[config.mk]
export PLATFORM = sky130hd
export DESIGN_NAME = debounce_edge
export DESIGN_NICKNAME = d
export VERILOG_FILES = /design/src/rtl/debounce_edge.sv
export SDC_FILE = /design/constraint.sdc
export NUM_CORES = 1
export LEC_CHECK = 0
export CORE_AREA = 2 2 39 41
export DETAILED_ROUTE_END_ITERATION = 8
export DIE_AREA = 0 0 41 43
export PLACE_DENSITY_LB_ADDON = 0.08
export SLEW_MARGIN = 30
export SYNTH_ARGS = -nofsm -noshare
export SYNTH_HDL_FRONTEND = slang
export SYNTH_SLANG_ARGS = --single-unit
[constraint.sdc]
create_clock -name clk -period 1.1 [get_ports clk]
set_clock_uncertainty 0.05 [all_clocks]
set_input_delay 0.165 -clock clk [delete_from_list [all_inputs] [get_ports clk]]
set_output_delay 0.165 -clock clk [all_outputs]
set_load 0.02 [all_outputs]
[src/rtl/debounce_edge.sv]
// ---------------------------------------------------------------------------
// debounce_edge
//
// Conditions a raw, asynchronous, possibly bouncing single-bit input before it
// reaches downstream storage. The input is first brought into the clk domain
// through a plain flop chain, then a stability counter requires the
// synchronised value to disagree with the current output for STABLE_CYCLES
// consecutive cycles before the output follows it. Each accepted change also
// produces a single-cycle rise or fall strobe.
//
// Ports:
//   clk    - system clock, every state update happens on its rising edge
//   reset  - synchronous, active-high reset
//   d      - raw asynchronous input
//   q      - debounced level (registered)
//   rise   - one-cycle strobe when q goes 0->1 (registered)
//   fall   - one-cycle strobe when q goes 1->0 (registered)
//   busy   - high while a candidate change is being qualified (cnt != 0)
// ---------------------------------------------------------------------------
module debounce_edge #(
    parameter int SYNC_STAGES   = 2,
    parameter int STABLE_CYCLES = 4
) (
    input  logic clk,
    input  logic reset,
    input  logic d,
    output logic q,
    output logic rise,
    output logic fall,
    output logic busy
);

    // The counter only ever has to reach STABLE_CYCLES-1, so this width is
    // always enough and the increment can never wrap.
    localparam int CNT_W = $clog2(STABLE_CYCLES + 1);

    localparam logic [CNT_W-1:0] CNT_LAST = CNT_W'(STABLE_CYCLES - 1);
    localparam logic [CNT_W-1:0] CNT_ONE  = CNT_W'(1);

    logic [SYNC_STAGES-1:0] r_sync;
    logic [CNT_W-1:0]       r_cnt;
    logic                   r_q;
    logic                   r_rise;
    logic                   r_fall;
    logic                   w_s;

    // Synchronised view of d; only the last flop of the chain is ever used.
    assign w_s = r_sync[SYNC_STAGES-1];

    // Synchroniser chain: a pure shift register with nothing between stages
    // so each flop gets a full cycle to resolve metastability.
    always_ff @(posedge clk) begin
        if (reset) begin
            r_sync <= '0;
        end else begin
            r_sync <= {r_sync[SYNC_STAGES-2:0], d};
        end
    end

    // Qualifier: count consecutive cycles where the synchronised input
    // disagrees with q. Any cycle of agreement clears the count, so an
    // interrupted run never carries credit into the next one. On the final
    // qualifying cycle q takes the new value and exactly one strobe fires.
    always_ff @(posedge clk) begin
        if (reset) begin
            r_cnt  <= '0;
            r_q    <= 1'b0;
            r_rise <= 1'b0;
            r_fall <= 1'b0;
        end else if (w_s == r_q) begin
            r_cnt  <= '0;
            r_rise <= 1'b0;
            r_fall <= 1'b0;
        end else if (r_cnt == CNT_LAST) begin
            r_cnt  <= '0;
            r_q    <= w_s;
            r_rise <= w_s;
            r_fall <= ~w_s;
        end else begin
            r_cnt  <= r_cnt + CNT_ONE;
            r_rise <= 1'b0;
            r_fall <= 1'b0;
        end
    end

    assign q    = r_q;
    assign rise = r_rise;
    assign fall = r_fall;
    // Derived only from the counter register, so there is no path from d.
    assign busy = (r_cnt != '0);

endmodule

==> results of run 1 <==
==> where the power goes <==
| part | switching (W) | total, W | leakage (nW) | internal (W) |
|---|---|---|---|---|
| Combinational | 0.0000146 | 0.0000384 | 0.120 | 0.0000238 |
| Clock | 0.0000998 | 0.000225 | 0.0138 | 0.000125 |
| Sequential | 0.00000270 | 0.000297 | 0.0659 | 0.000295 |
==> sequential cells by signal, indices dropped and copies added (netlist names) <==
| signal | count |
|---|---|
| rise | 1 |
| q | 1 |
| r_sync | 2 |
| fall | 1 |
| r_cnt | 3 |
==> path summary, 6_finish.rpt <==
check | start | endpoint | slack [ns] | depth (start not counted)
hold reg to reg | r_sync[0] | r_sync[1] | 0.40 | 1
hold / removal | r_sync[0] | r_sync[1] | 0.40 | 1
setup / recovery | r_cnt[1] | busy | -0.06 | 4
setup reg to reg | r_cnt[0] | fall | -0.05 | 4
==> cells in the mapped netlist <==
master	count	area, um2
xnor2_1	1	8.76
nor4b_2	1	15.0
nor2_1	1	3.75
nand2_1	1	3.75
dfxtp_1	8	160
inv_1	3	11.3
nor4_1	2	12.5
mux2i_1	1	10.0
and4bb_2	2	25.0
ha_1	3	37.5
nor2b_1	2	12.5
==> cells by family after synthesis <==
group	synth area share (%)
XOR/XNOR	2.92
multiplexers	3.33
buffers and inverters	3.75
AND/OR/NAND/NOR	24.2
flip-flops	53.3
adder cells (fa/ha/maj)	12.5
==> cell type report <==
class                      count  area, um2  area share, %
sequential                     8        163           31.5
tap                           16       20.0           3.87
multi-input combinational     14        181           35.1
clock buffer                   3       22.5           4.36
inverter                       3       11.3           2.18
timing repair buffer          14        119           23.0
==> through the flow <==
stage	TNS (ns)	area, um2
floorplan	0	303
global placement	-0.991	420
detailed placement	-1.11	420
CTS	-0.714	469
global route	-0.743	517
finish	-0.309	517
==> routing by layer <==
metal / vias up / wire [um]
met2: 6 / 272
met5: - / 0
met1: 107 / 249
met4: 0 / 4
met3: 2 / 30
li1: 119 / -
==> timing repair <==
action                                  in CTS  in global routing
hold buffers                                 0                  0
resized for setup                           16                 11
endpoints found under the setup margin      10                 10
buffers inserted                             0                  3
pin swaps                                    3                  6
==> results.sh, run 1 <==
export IMPL_run_status="finished, violations left"
export IMPL_violations="negative setup slack"
export IMPL_core_um2=1380
export IMPL_cts_sinks=8
export IMPL_endpoint_kind="output pin"
export IMPL_yosysSeqAreaShare_pct=53.3
export IMPL_drtIter0Drc=0
export IMPL_arrival_ns=0.95
export IMPL_clk_pin_slew_worst_paths_ns=0.06
export IMPL_hpwlAfterDp_um=372
export IMPL_finalNonFillerCells=58
export IMPL_crit_chain="inv_1 > ha_4 > nand2_2 > buf_6"
export IMPL_port_buffers=6
export IMPL_rsz0062_at_grt="yes"
export IMPL_vias_per_cell=4.03
export IMPL_h_tree_depth=1
export IMPL_timing_final_ws_setup_ns=-0.0640
export IMPL_power_density_nw_per_um2=1080
export IMPL_hold_slack_ns=0.399
export IMPL_syn_nets=31
export IMPL_antenna_cells=0
export IMPL_leakagePower_nw=0.200
export IMPL_die_y_um=43
export IMPL_irDropWorstVdd_uv=414
export IMPL_fin_nets=50
export IMPL_setup_viol=7
export IMPL_synth_cell_types=11
export IMPL_num_fill_cells=139
export IMPL_initial_core_util_pct=21.7
export IMPL_max_freq_mhz=859
export IMPL_fin_total_pwr_w=0.000560
export IMPL_gp_congestion=0.596
export IMPL_slew_violations=0
export IMPL_crit_path_max_incr_delay_ns=0.33
export IMPL_root_buffer="clkbuf_4"
export IMPL_cts_path_max_buffers=2
export IMPL_tightestPinTransition_ns=0.394
export IMPL_synth_area_per_cell_um2=12.0
export IMPL_syn_cell_area_um2=300
export IMPL_rows=14
export IMPL_layout_drive_gt1_share_pct=61.9
export IMPL_grt_use_met2_pct=9.69
export IMPL_dp_cells=52
export IMPL_preCtsSetupSlack_ns=-0.305
export IMPL_antenna_found_initial=0
export IMPL_wirelength_um=556
export IMPL_maxSlewHeadroom_pct=73.5
export IMPL_antenna_left=0
export IMPL_die_w_um=41
export IMPL_worstSkewPairLatency_ns=0.25
export IMPL_io_pins=7
export IMPL_gr_usage_met1_pct=9.74
export IMPL_period_minus_slack_ns=1.16
export IMPL_ys_ff_latch=8
export IMPL_start_kind="flip-flop"
export IMPL_area_growth_pct=72.1
export IMPL_wl_per_cell_um=9.59
export IMPL_hold_class="reg2reg"
export IMPL_yosysWarnings=0
export IMPL_detail_route_drc_violations=0
export IMPL_cp_max_fo=2
export IMPL_finalHoldViolations=0
export IMPL_cp_top_family="flip-flops"
export IMPL_grt_pass1_vias=240
export IMPL_fin_crit_sh_pct=106
export IMPL_drt_first_pass_iters=1
export IMPL_grt_overflow=0
export IMPL_path_class="reg2out"
export IMPL_cp_buffers_inverters=2
export IMPL_vias=234
export IMPL_drv_cap=0
export IMPL_use_met3_pct=3.14
export IMPL_cpMaxStageDelayCell="dfxtp_2"
export IMPL_cts_tree="yes"
export IMPL_top_usage_layer="met1"
export IMPL_synthCells=25
export IMPL_grt_max_degree=7
export IMPL_final_util_pct=37.3
export IMPL_cts_buffers=3
export IMPL_worstPathRequired_ns=0.88
export IMPL_die_area_um2=1760
export IMPL_grt_pass1_wl_um=883
export IMPL_mostFrequentLayoutCells="6 x dfxtp_1, 6 x buf_4, 3 x ha_4, 3 x clkbuf_4, 3 x buf_6"
export IMPL_grt_usage_pct=7.96
(Power assumes the default switching activity.)
==> run 2: changes to the inputs <==
Settings changed: CAP_MARGIN set to 20, SLEW_MARGIN 30 to 15.
==> results of run 2 <==
Same layout as run 1: the final DEF is identical, and so are final timing and power.
==> run 3: changes to the inputs <==
Settings changed: GPL_TIMING_DRIVEN set to 0.
==> run 3 against run 2 <==
- the run still ends with negative setup slack left
- sequential share of layout area rose by 6.1 points
- hold slack lost 0.014 ns
- sequential power about the same
- highest routed layer unchanged
- final cell count fell by 14%
- critical endpoint unchanged
- first-iteration DRC count is 4 higher
- fmax barely moved
==> results.sh, run 3 (same netlist as run 1, synthesis figures left out) <==
export IMPL_cts_sinks=8
export IMPL_port_buffers=6
export IMPL_hold_slack_ns=0.385
export IMPL_hpwlAfterDp_um=325
export IMPL_rsz0062_at_grt="yes"
export IMPL_hold_class="reg2reg"
export IMPL_timing_final_ws_setup_ns=-0.0643
export IMPL_vias_per_cell=4.18
export IMPL_fin_total_pwr_w=0.000541
export IMPL_top_usage_layer="met2"
export IMPL_final_common_cell="dfxtp_1"
export IMPL_power_density_nw_per_um2=1250
export IMPL_layout_drive_gt1_share_pct=52.9
export IMPL_grt_pass1_wl_um=765
export IMPL_vias=209
export IMPL_grt_max_degree=9
export IMPL_die_y_um=43
export IMPL_period_minus_slack_ns=1.16
export IMPL_grt_pass1_vias=207
export IMPL_cts_hold_buf=0
export IMPL_grt_overflow=0
export IMPL_worstSkewPairLatency_ns=0.25
export IMPL_leakagePower_nw=0.159
export IMPL_die_area_um2=1760
export IMPL_preCtsSetupSlack_ns=-0.339
export IMPL_cts_path_max_buffers=2
export IMPL_grt_usage_pct=7.26
export IMPL_gr_usage_met1_pct=8.14
export IMPL_wirelength_um=494
export IMPL_cts_tree="yes"
export IMPL_initial_core_util_pct=21.7
export IMPL_multi_input_area_um2=165
export IMPL_antenna_left=0
export IMPL_wl_per_cell_um=9.88
export IMPL_drtIter0Drc=4
export IMPL_seqCellArea_um2=163
export IMPL_detail_route_drc_violations=0
export IMPL_endpoint_kind="output pin"
export IMPL_worstPathRequired_ns=0.88
export IMPL_setup_viol=3
export IMPL_reg_top3="r_cnt (3), r_sync (2)"
export IMPL_arrival_ns=0.95
export IMPL_h_tree_depth=1
export IMPL_max_freq_mhz=859
export IMPL_fin_crit_sh_pct=106
export IMPL_drt_first_pass_iters=2
export IMPL_grt_use_met2_pct=9.06
export IMPL_cts_buffers=3
export IMPL_top_register="r_cnt"
export IMPL_tightestPinTransition_ns=0.364
export IMPL_die_w_um=41
export IMPL_fin_nets=42
export IMPL_use_met3_pct=3.14
export IMPL_irDropWorstVdd_uv=416
export IMPL_antenna_cells=0
export IMPL_mostFrequentLayoutCells="6 x dfxtp_1, 3 x clkbuf_4"
export IMPL_drv_cap=0
export IMPL_largest_reg_flops=3
export IMPL_slew_violations=0
export IMPL_rows=14
export IMPL_num_fill_cells=149
export IMPL_maxSlewHeadroom_pct=75.5
export IMPL_final_util_pct=31.3
export IMPL_antenna_found_initial=0
export IMPL_cp_max_fo=3
export IMPL_gp_congestion=0.560
export IMPL_violations="negative setup slack"
export IMPL_core_um2=1380
export IMPL_run_status="finished, violations left"
export IMPL_io_pins=7
export IMPL_root_buffer="clkbuf_4"
export IMPL_clk_pin_slew_worst_paths_ns=0.05
export IMPL_post_cts_buffers=0
export IMPL_path_class="reg2out"
export IMPL_start_kind="flip-flop"
export IMPL_finalHoldViolations=0
export IMPL_area_growth_pct=44.2
-- run 3: layout make-up --
type / count / area share, %
multi-input cells: 14 / 38.2
flip-flops and latches: 8 / 37.6
repair buffers: 6 / 11.8
clock buffers: 3 / 5.20
well taps: 16 / 4.62
inverters: 3 / 2.60
-- run 3: critical path: stages (launching register included) --
cell and delay, ns:
dfxtp_2 0.34, inv_2 0.05, ha_4 0.15, nand2_2 0.06
buf_6 0.11
-- run 3: through the flow --
| step | cell area (um2) | setup TNS [ns] | instances |
|---|---|---|---|
| after floorplan | 303 | 0 | 25 |
| after global placement | 383 | -0.901 | 47 |
| after detailed placement | 383 | -0.987 | 47 |
| after CTS | 419 | -0.0888 | 50 |
| after global routing | 433 | -0.323 | 50 |
| final | 433 | -0.0703 | 50 |
-- run 3: worst paths after layout --
| kind | from | end | slack, ns | cells after the start |
|---|---|---|---|---|
| worst max-delay path | r_cnt[0] | busy | -0.06 | 4 |
| worst min-delay path | r_cnt[0] | r_cnt[0] | 0.39 | 1 |
| worst max register to register | r_cnt[0] | r_cnt[2] | 0 | 3 |
| worst min register to register | r_cnt[0] | r_cnt[0] | 0.39 | 1 |
-- run 3: where the power goes --
part	switching, W	total, W	internal, W
clock	0.0000921	0.000216	0.000124
combinational	0.0000114	0.0000265	0.0000151
sequential	0.00000276	0.000298	0.000295
-- run 3: layer usage --
metal  vias to the layer above  share of wire, %
met5                         -                 0
met4                         0              0.81
met3                         2               5.1
met2                         6                49
met1                        95                45
li1                        106                 -
-- run 3: what timing repair did --
action | CTS | global route
pin swaps | 2 | 2
resized for setup | 18 | 7
endpoints found under the setup margin | 10 | 6
endpoints found under the hold margin | 0 | 0
